[src/rtl/soc_io_mini_pkg.sv]
// Shared definitions for soc_io_mini: MIPS-subset encodings, the I/O map,
// pipeline stage records, the instruction decoder and the boot ROM image.
package soc_io_mini_pkg;

  localparam logic [5:0] OP_RTYPE = 6'h00;
  localparam logic [5:0] OP_J     = 6'h02;
  localparam logic [5:0] OP_BEQ   = 6'h04;
  localparam logic [5:0] OP_BNE   = 6'h05;
  localparam logic [5:0] OP_ADDIU = 6'h09;
  localparam logic [5:0] OP_LW    = 6'h23;
  localparam logic [5:0] OP_SW    = 6'h2b;

  localparam logic [5:0] FN_SLL  = 6'h00;
  localparam logic [5:0] FN_ADDU = 6'h21;

  localparam logic [31:0] IO_OPR1_ADDR   = 32'h0000_8000;
  localparam logic [31:0] IO_OPR2_ADDR   = 32'h0000_8004;
  localparam logic [31:0] IO_RESULT_ADDR = 32'h0000_8008;

  typedef enum logic [1:0] {BR_NONE, BR_BEQ, BR_BNE, BR_J} br_kind_e;

  typedef struct packed {
    logic       reg_write;
    logic       mem_read;
    logic       mem_write;
    logic       use_imm;
    logic       is_shift;
    logic [4:0] dst;
  } ctrl_t;

  typedef struct packed {
    ctrl_t    ctrl;
    br_kind_e br;
    logic     uses_rs;
    logic     uses_rt;
  } decode_t;

  typedef struct packed {
    ctrl_t       ctrl;
    logic [4:0]  rs;
    logic [4:0]  rt;
    logic [31:0] rs_val;
    logic [31:0] rt_val;
    logic [31:0] imm;
    logic [4:0]  shamt;
  } id_ex_t;

  typedef struct packed {
    logic        reg_write;
    logic        mem_read;
    logic        mem_write;
    logic [4:0]  dst;
    logic [31:0] alu_res;
    logic [31:0] store_data;
  } ex_mem_t;

  typedef struct packed {
    logic        reg_write;
    logic [4:0]  dst;
    logic [31:0] data;
  } mem_wb_t;

  function automatic decode_t decode_instr(input logic [31:0] instr);
    decode_t d;
    d = '0;
    case (instr[31:26])
      OP_RTYPE: begin
        if (instr[5:0] == FN_ADDU) begin
          d.ctrl.reg_write = 1'b1;
          d.ctrl.dst       = instr[15:11];
          d.uses_rs        = 1'b1;
          d.uses_rt        = 1'b1;
        end else if (instr[5:0] == FN_SLL) begin
          d.ctrl.reg_write = 1'b1;
          d.ctrl.is_shift  = 1'b1;
          d.ctrl.dst       = instr[15:11];
          d.uses_rt        = 1'b1;
        end
      end
      OP_ADDIU: begin
        d.ctrl.reg_write = 1'b1;
        d.ctrl.use_imm   = 1'b1;
        d.ctrl.dst       = instr[20:16];
        d.uses_rs        = 1'b1;
      end
      OP_LW: begin
        d.ctrl.reg_write = 1'b1;
        d.ctrl.mem_read  = 1'b1;
        d.ctrl.use_imm   = 1'b1;
        d.ctrl.dst       = instr[20:16];
        d.uses_rs        = 1'b1;
      end
      OP_SW: begin
        d.ctrl.mem_write = 1'b1;
        d.ctrl.use_imm   = 1'b1;
        d.uses_rs        = 1'b1;
        d.uses_rt        = 1'b1;
      end
      OP_BEQ: begin
        d.br      = BR_BEQ;
        d.uses_rs = 1'b1;
        d.uses_rt = 1'b1;
      end
      OP_BNE: begin
        d.br      = BR_BNE;
        d.uses_rs = 1'b1;
        d.uses_rt = 1'b1;
      end
      OP_J:    d.br = BR_J;
      default: ;
    endcase
    // Writes to r0 are dropped here, so hazard and forwarding logic never match on r0.
    if (d.ctrl.dst == 5'd0) d.ctrl.reg_write = 1'b0;
    return d;
  endfunction

  function automatic logic [31:0] rom_word(input logic [3:0] idx);
    case (idx)
      4'd0:    return 32'h240A_4000;  // addiu r10,r0,0x4000
      4'd1:    return 32'h000A_5040;  // sll   r10,r10,1
      4'd2:    return 32'h8D41_0000;  // loop: lw r1,0(r10)
      4'd3:    return 32'h8D42_0004;  // lw    r2,4(r10)
      4'd4:    return 32'h0000_1821;  // addu  r3,r0,r0
      4'd5:    return 32'h1040_0003;  // beq   r2,r0,done
      4'd6:    return 32'h0061_1821;  // mul:  addu r3,r3,r1
      4'd7:    return 32'h2442_FFFF;  // addiu r2,r2,-1
      4'd8:    return 32'h1440_FFFD;  // bne   r2,r0,mul
      4'd9:    return 32'hAD43_0008;  // done: sw r3,8(r10)
      4'd10:   return 32'h0800_0002;  // j     loop
      default: return 32'h0000_0000;
    endcase
  endfunction

endpackage

[src/rtl/soc_io_mini_mips_core.sv]
// Five-stage MIPS-subset pipeline with EX forwarding, branch resolution in ID
// and the hazard unit; exposes an instruction bus and a data bus.
module mips_core
  import soc_io_mini_pkg::*;
(
  input  logic        clk,
  input  logic        rst_n,
  output logic [31:0] imem_addr,
  input  logic [31:0] imem_rdata,
  output logic [31:0] dmem_addr,
  output logic [31:0] dmem_wdata,
  output logic        dmem_we,
  input  logic [31:0] dmem_rdata
);

  logic [31:0] pc_q, pc_d;
  logic [31:0] if_id_instr_q, if_id_instr_d;
  logic [31:0] if_id_pc4_q, if_id_pc4_d;
  id_ex_t      id_ex_q, id_ex_d;
  ex_mem_t     ex_mem_q, ex_mem_d;
  mem_wb_t     mem_wb_q, mem_wb_d;
  logic [31:0] regs_q [32];
  logic [31:0] regs_d [32];

  decode_t     dec;
  logic [4:0]  id_rs, id_rt;
  logic [31:0] rs_rf, rt_rf, rs_br, rt_br, imm_sext, br_target;
  logic        is_branch, ex_hit, mem_hit, stall, taken;
  logic        load_branch_conflict;
  logic [31:0] ex_a, ex_b, alu_b, alu_res;

  assign imem_addr = pc_q;

  // ID: register read with write-through from WB, branch operands also forwarded from MEM.
  always_comb begin
    dec      = decode_instr(if_id_instr_q);
    id_rs    = if_id_instr_q[25:21];
    id_rt    = if_id_instr_q[20:16];
    imm_sext = {{16{if_id_instr_q[15]}}, if_id_instr_q[15:0]};
    rs_rf    = regs_q[id_rs];
    rt_rf    = regs_q[id_rt];
    if (mem_wb_q.reg_write && mem_wb_q.dst == id_rs) rs_rf = mem_wb_q.data;
    if (mem_wb_q.reg_write && mem_wb_q.dst == id_rt) rt_rf = mem_wb_q.data;
    rs_br = rs_rf;
    rt_br = rt_rf;
    if (ex_mem_q.reg_write && !ex_mem_q.mem_read && ex_mem_q.dst == id_rs) rs_br = ex_mem_q.alu_res;
    if (ex_mem_q.reg_write && !ex_mem_q.mem_read && ex_mem_q.dst == id_rt) rt_br = ex_mem_q.alu_res;
  end

  always_comb begin
    is_branch = (dec.br == BR_BEQ) || (dec.br == BR_BNE);
    ex_hit  = id_ex_q.ctrl.reg_write &&
              ((dec.uses_rs && id_ex_q.ctrl.dst == id_rs) || (dec.uses_rt && id_ex_q.ctrl.dst == id_rt));
    mem_hit = ex_mem_q.reg_write &&
              ((dec.uses_rs && ex_mem_q.dst == id_rs) || (dec.uses_rt && ex_mem_q.dst == id_rt));
    load_branch_conflict = is_branch &&
                           ((ex_hit && id_ex_q.ctrl.mem_read) || (mem_hit && ex_mem_q.mem_read));
    stall = load_branch_conflict || (ex_hit && (is_branch || id_ex_q.ctrl.mem_read));
    taken = !stall && ((dec.br == BR_J) ||
                       (dec.br == BR_BEQ && rs_br == rt_br) ||
                       (dec.br == BR_BNE && rs_br != rt_br));
    br_target = (dec.br == BR_J) ? {if_id_pc4_q[31:28], if_id_instr_q[25:0], 2'b00}
                                 : if_id_pc4_q + {imm_sext[29:0], 2'b00};
  end

  // NOTE: every signal written in an always_comb gets a default first so no latch is inferred.
  always_comb begin
    pc_d          = pc_q + 32'd4;
    if_id_instr_d = imem_rdata;
    if_id_pc4_d   = pc_q + 32'd4;
    id_ex_d        = '0;
    id_ex_d.ctrl   = dec.ctrl;
    id_ex_d.rs     = id_rs;
    id_ex_d.rt     = id_rt;
    id_ex_d.rs_val = rs_rf;
    id_ex_d.rt_val = rt_rf;
    id_ex_d.imm    = imm_sext;
    id_ex_d.shamt  = if_id_instr_q[10:6];
    if (stall) begin
      pc_d          = pc_q;
      if_id_instr_d = if_id_instr_q;
      if_id_pc4_d   = if_id_pc4_q;
      id_ex_d       = '0;
    end else if (taken) begin
      pc_d          = br_target;
      if_id_instr_d = '0;
    end
  end

  // EX: MEM result takes priority over WB when both target the same register.
  always_comb begin
    ex_a = id_ex_q.rs_val;
    ex_b = id_ex_q.rt_val;
    if (mem_wb_q.reg_write && mem_wb_q.dst == id_ex_q.rs) ex_a = mem_wb_q.data;
    if (mem_wb_q.reg_write && mem_wb_q.dst == id_ex_q.rt) ex_b = mem_wb_q.data;
    if (ex_mem_q.reg_write && !ex_mem_q.mem_read && ex_mem_q.dst == id_ex_q.rs) ex_a = ex_mem_q.alu_res;
    if (ex_mem_q.reg_write && !ex_mem_q.mem_read && ex_mem_q.dst == id_ex_q.rt) ex_b = ex_mem_q.alu_res;
    alu_b   = id_ex_q.ctrl.use_imm ? id_ex_q.imm : ex_b;
    alu_res = id_ex_q.ctrl.is_shift ? (ex_b << id_ex_q.shamt) : (ex_a + alu_b);
    ex_mem_d.reg_write  = id_ex_q.ctrl.reg_write;
    ex_mem_d.mem_read   = id_ex_q.ctrl.mem_read;
    ex_mem_d.mem_write  = id_ex_q.ctrl.mem_write;
    ex_mem_d.dst        = id_ex_q.ctrl.dst;
    ex_mem_d.alu_res    = alu_res;
    ex_mem_d.store_data = ex_b;
  end

  always_comb begin
    dmem_addr          = ex_mem_q.alu_res;
    dmem_wdata         = ex_mem_q.store_data;
    dmem_we            = ex_mem_q.mem_write;
    mem_wb_d.reg_write = ex_mem_q.reg_write;
    mem_wb_d.dst       = ex_mem_q.dst;
    mem_wb_d.data      = ex_mem_q.mem_read ? dmem_rdata : ex_mem_q.alu_res;
    regs_d = regs_q;
    if (mem_wb_q.reg_write) regs_d[mem_wb_q.dst] = mem_wb_q.data;
  end

  // NOTE: sequential state uses non-blocking assignments so every flop samples pre-edge values.
  always_ff @(posedge clk or negedge rst_n) begin
    if (!rst_n) begin
      pc_q          <= '0;
      if_id_instr_q <= '0;
      if_id_pc4_q   <= '0;
      id_ex_q       <= '0;
      ex_mem_q      <= '0;
      mem_wb_q      <= '0;
      // NOTE: the register file is architectural state and is cleared by reset; the data RAM is not.
      for (int i = 0; i < 32; i++) regs_q[i] <= '0;
    end else begin
      pc_q          <= pc_d;
      if_id_instr_q <= if_id_instr_d;
      if_id_pc4_q   <= if_id_pc4_d;
      id_ex_q       <= id_ex_d;
      ex_mem_q      <= ex_mem_d;
      mem_wb_q      <= mem_wb_d;
      regs_q        <= regs_d;
    end
  end

endmodule

[src/rtl/soc_io_mini.sv]
// SoC top: pipeline core, 16-word boot ROM, 16-word data RAM and the
// memory-mapped operand inputs / result register.
module soc_io_mini
  import soc_io_mini_pkg::*;
(
  input  logic        base_clk,
  input  logic        reset,
  input  logic [7:0]  opr1,
  input  logic [7:0]  opr2,
  output logic [15:0] result
);

  logic [31:0] imem_addr, imem_rdata;
  logic [31:0] dmem_addr, dmem_wdata, dmem_rdata;
  logic        dmem_we;
  logic        rom_hit, io_sel;
  logic [31:0] ram_q [16];
  logic [31:0] ram_d [16];
  logic [15:0] result_q, result_d;

  mips_core core0 (
    .clk        (base_clk),
    .rst_n      (reset),
    .imem_addr  (imem_addr),
    .imem_rdata (imem_rdata),
    .dmem_addr  (dmem_addr),
    .dmem_wdata (dmem_wdata),
    .dmem_we    (dmem_we),
    .dmem_rdata (dmem_rdata)
  );

  // Fetches outside the 16-word ROM window return a nop.
  always_comb begin
    rom_hit    = (imem_addr[31:6] == '0) && (imem_addr[1:0] == 2'b00);
    imem_rdata = rom_hit ? rom_word(imem_addr[5:2]) : '0;
  end

  always_comb begin
    io_sel     = dmem_addr[15];
    dmem_rdata = '0;
    if (!io_sel)                          dmem_rdata = ram_q[dmem_addr[5:2]];
    else if (dmem_addr == IO_OPR1_ADDR)   dmem_rdata = {24'd0, opr1};
    else if (dmem_addr == IO_OPR2_ADDR)   dmem_rdata = {24'd0, opr2};
  end

  always_comb begin
    ram_d    = ram_q;
    result_d = result_q;
    if (dmem_we) begin
      if (!io_sel)                            ram_d[dmem_addr[5:2]] = dmem_wdata;
      else if (dmem_addr == IO_RESULT_ADDR)   result_d = dmem_wdata[15:0];
    end
  end

  always_ff @(posedge base_clk) begin
    ram_q <= ram_d;
  end

  always_ff @(posedge base_clk or negedge reset) begin
    if (!reset) result_q <= '0;
    else        result_q <= result_d;
  end

  assign result = result_q;

endmodule

[config.mk]
export PLATFORM = sky130hd
export DESIGN_NAME = soc_io_mini
export DESIGN_NICKNAME = d
export VERILOG_FILES = /design/src/rtl/soc_io_mini_pkg.sv /design/src/rtl/soc_io_mini_mips_core.sv /design/src/rtl/soc_io_mini.sv
export SDC_FILE = /design/constraint.sdc
export NUM_CORES = 2
export LEC_CHECK = 0
export ABC_AREA = 1
export CAP_MARGIN = 20
export CORE_MARGIN = 4
export CORE_UTILIZATION = 40
export CTS_CLUSTER_SIZE = 20
export DETAILED_ROUTE_END_ITERATION = 7
export MAX_ROUTING_LAYER = met4
export PLACE_DENSITY = 0.55
export SLEW_MARGIN = 10
export SYNTH_ARGS = -nofsm -noshare
export SYNTH_HDL_FRONTEND = slang
export SYNTH_SLANG_ARGS = --single-unit
[constraint.sdc]
create_clock -name base_clk -period 5.4 [get_ports base_clk]
set_clock_uncertainty 0.15 [all_clocks]
set_input_delay 0.54 -clock base_clk [delete_from_list [all_inputs] [get_ports base_clk]]
set_output_delay 0.54 -clock base_clk [all_outputs]
set_load 0.02 [all_outputs]
==> results.tsv <==
metric	value	unit
yosysTopAreaCellShare	29.9	%
yosys.area.top_type	edfxtp_1	
drive_above_1_share	6.94	%
nets	5721	
rows	131	
syn_inst	5707	
avgViaCountPerCell	5.65	
final-hold-violation-count	0	
critPathMaxFanout	11	
synthArstFlopShare	51.8	%
ys_ff_latch	1063	
clk_latency	770	ps
critPathKind	reg2reg	
grtUsageTotal	25.4	%
grt_max_degree	136	
cts_buffers	117	
dieWidth	366	um
grt_overflow_total	0	
area_delta_synth_final	12.2	%
dieArea	134000	sq um
drtIter0Drc	4453	
portBuffers	33	
rsz0062_at_grt	no	
dp_hpwl	106	mm
clock-sinks	1063	
max_freq	204	MHz
die_h	366	um
vias	41800	
diodes	0	
yosysWarnings	0	
place_area	53700	sq um
ir_drop	0.313	mV
fin_setup_tns	0	ps
crit_path_end_kind	flip-flop	
fin_crit	4890	ps
ant_nets	0	
netlist_area	51400	sq um
seq_area_frac_synth	56.8	%
worstHoldPathType	reg2reg	
wl_per_cell	23.0	um
power-per-cell-area	494	nW/um^2
design.core.area	128000	sq um
critPathArrivalTime	5330	ps
worst_pin_slew	1140	ps
ys.flop_type	dfrtp_1	
p_leak	24.0	nW
setup_viol	0	
clockBufferDepth	3	
initial_core_util	40.3	%
period_share	90.6	%
syn_avg_cell_area	9.00	sq um
power	28.5	mW
path_clk_slew	60	ps
worst_slack	507	ps
status	finished clean	
synth_edf_count	512	
place_congestion	0.931	
drv_slew	0	
syn_nets	5795	
design_area	57600	sq um
routed_wl	170	mm
dr.pass1.iters	5	
r2r_slack	510	ps
antenna_found_initial	1	
cts_tree	done	
worstPathRequired	5830	ps
slew_headroom	23.0	%
maxCapViolCount	0	
io_pins	34	
synth_cell_type_count	51	
synthTopCellsByCount	nand2_1 (1566), nand3_1 (578), dfrtp_1 (551), edfxtp_1 (512), o21ai_0 (427)	
drcViolationCount	0	
grt_pass1_vias	40000	
yosys.cell_count.top_type	nand2_1	
h-tree-depth	3	
grt_pass1_wl	257	mm
cts-root-buf	clkbuf_16	
worst_setup_path_start_kind	flip-flop	
synthTopCellsByArea	edfxtp_1 (30%), dfrtp_1 (27%), nand2_1 (11%)	
post-place-ws	571	ps
-- layer usage --
metal  wire, um  global-route usage (%)  up-vias  share of wire, %
li1           -                       -    19600                 -
met1      74600                    34.6    20400                44
met2      79700                    39.8     1445                47
met3       9830                    3.09      277               5.8
met4       5620                    8.14        0               3.3
met5          0                       -        -                 0
-- worst max-delay path: stages (launching register included) --
cell and delay (ps):
dfrtp_2 400, nor2_1 220, inv_1 60, or2_2 280
nor3b_1 220, nand3_2 240, o211ai_1 170, o21ai_0 120
buf_4 170, o21ai_0 160, ha_1 200, inv_1 60
fa_1 420, inv_1 100, nand3_1 70, nand2_1 150
a21boi_0 160, o21ai_0 310, a31oi_1 130, inv_1 100
nand2_1 70, nand2_1 110, a21boi_0 160, o21ai_0 310
xnor2_1 150, o21ai_0 80
-- cell families (layout without fill, tap and decap cells) --
kind of cell / after synthesis / after routing / share of synthesized area, %
adders and majority gates: 70 / 70 / 1.73
muxes: 16 / 16 / 0.351
xor gates and xnor gates: 63 / 63 / 1.07
buffers and inverters: 625 / 651 / 4.92
DFF: 1063 / 1063 / 56.8
AOI/OAI and AO/OA: 1204 / 1204 / 13.6
and+or+nand+nor: 2665 / 2665 / 21.5
other: 1 / 1 / 0.00730
-- sequential cells by signal, summed over array words and instances (netlist names) --
name and cells:
core0.regs_q 256, core0.ex_mem_q 6, core0.id_ex_q 81, core0.imem_addr 32, ram_q 512, core0.dmem_wdata 32
core0.ex_mem_d 7, core0.dmem_we 1, core0.if_id_pc4_q 32, core0.mem_wb_q 37, result 16, core0.dmem_addr 32
core0.if_id_instr_q 19
-- where the power goes --
group / internal, mW / switching (mW) / leakage [nW]
clock: 4.72 / 3.45 / 1.94
combinational: 2.94 / 6.48 / 9.88
sequential: 9.71 / 1.18 / 12.1
total: 17.4 / 11.1 / 24.0
-- placed cells by master, fill, tap and decap left out, types with 11 or more instances in the layout --
cell type / n
nand2_1: 1562
nand3_1: 574
dfrtp_1: 544
edfxtp_1: 512
o21ai_0: 425
nor2_1: 368
a21oi_1: 336
a22oi_1: 256
inv_1: 237
clkbuf_16: 118
buf_4: 109
o22ai_1: 85
ha_1: 68
xor2_1: 52
nor4_1: 44
o211ai_1: 42
nand4_1: 34
clkbuf_1: 34
clkdlybuf4s50_1: 32
clkbuf_8: 28
clkinv_1: 22
nor3_1: 22
nor2_4: 20
clkinv_2: 17
mux2_2: 16
buf_12: 15
inv_2: 13
o21ai_1: 12
xnor2_1: 11
-- stage by stage --
stage          std cells  hold WS (ps)  utilization (%)
2_1_floorplan       5707          94.4                -
3_3_place_gp        7173           188             42.1
3_5_place_dp        7174           186             42.1
4_1_cts             7394           200             45.2
5_1_grt             7395           204             45.2
6_report            7395           198             45.2
-- worst paths after layout --
path	from	end	cells after the start
min in group asynchronous	reset	core0.regs_q[923]$_DFFE_PN0P_	2
setup / recovery	core0.ex_mem_q[70]$_DFF_PN0_	core0.dmem_addr[22]$_DFF_PN0_	25
setup reg to reg	core0.ex_mem_q[70]$_DFF_PN0_	core0.dmem_addr[22]$_DFF_PN0_	25
max in group asynchronous	reset	core0.ex_mem_q[70]$_DFF_PN0_	3
hold reg to reg	core0.ex_mem_d[69]$_DFF_PN0_	core0.dmem_we$_DFF_PN0_	0
hold / removal	core0.ex_mem_d[69]$_DFF_PN0_	core0.dmem_we$_DFF_PN0_	0
-- what timing repair did --
action	4_1_cts	5_1_grt
endpoints found under the hold margin	99	0
setup buffers	0	0
endpoints found under the setup margin	0	2
hold buffers	1	0
resized for setup	0	2
-- layout make-up --
class                           count  area (sq um)
Clock inverter                     39           494
Timing Repair Buffer              160          1500
Fill cell                       12400         69900
Sequential cell                  1063         29200
Tap cell                         1662          2080
Clock buffer                      180          3470
Multi-Input combinational cell   4019         19900
Inverter                          272          1030
Note: power is estimated with default switching activity, not from simulation.
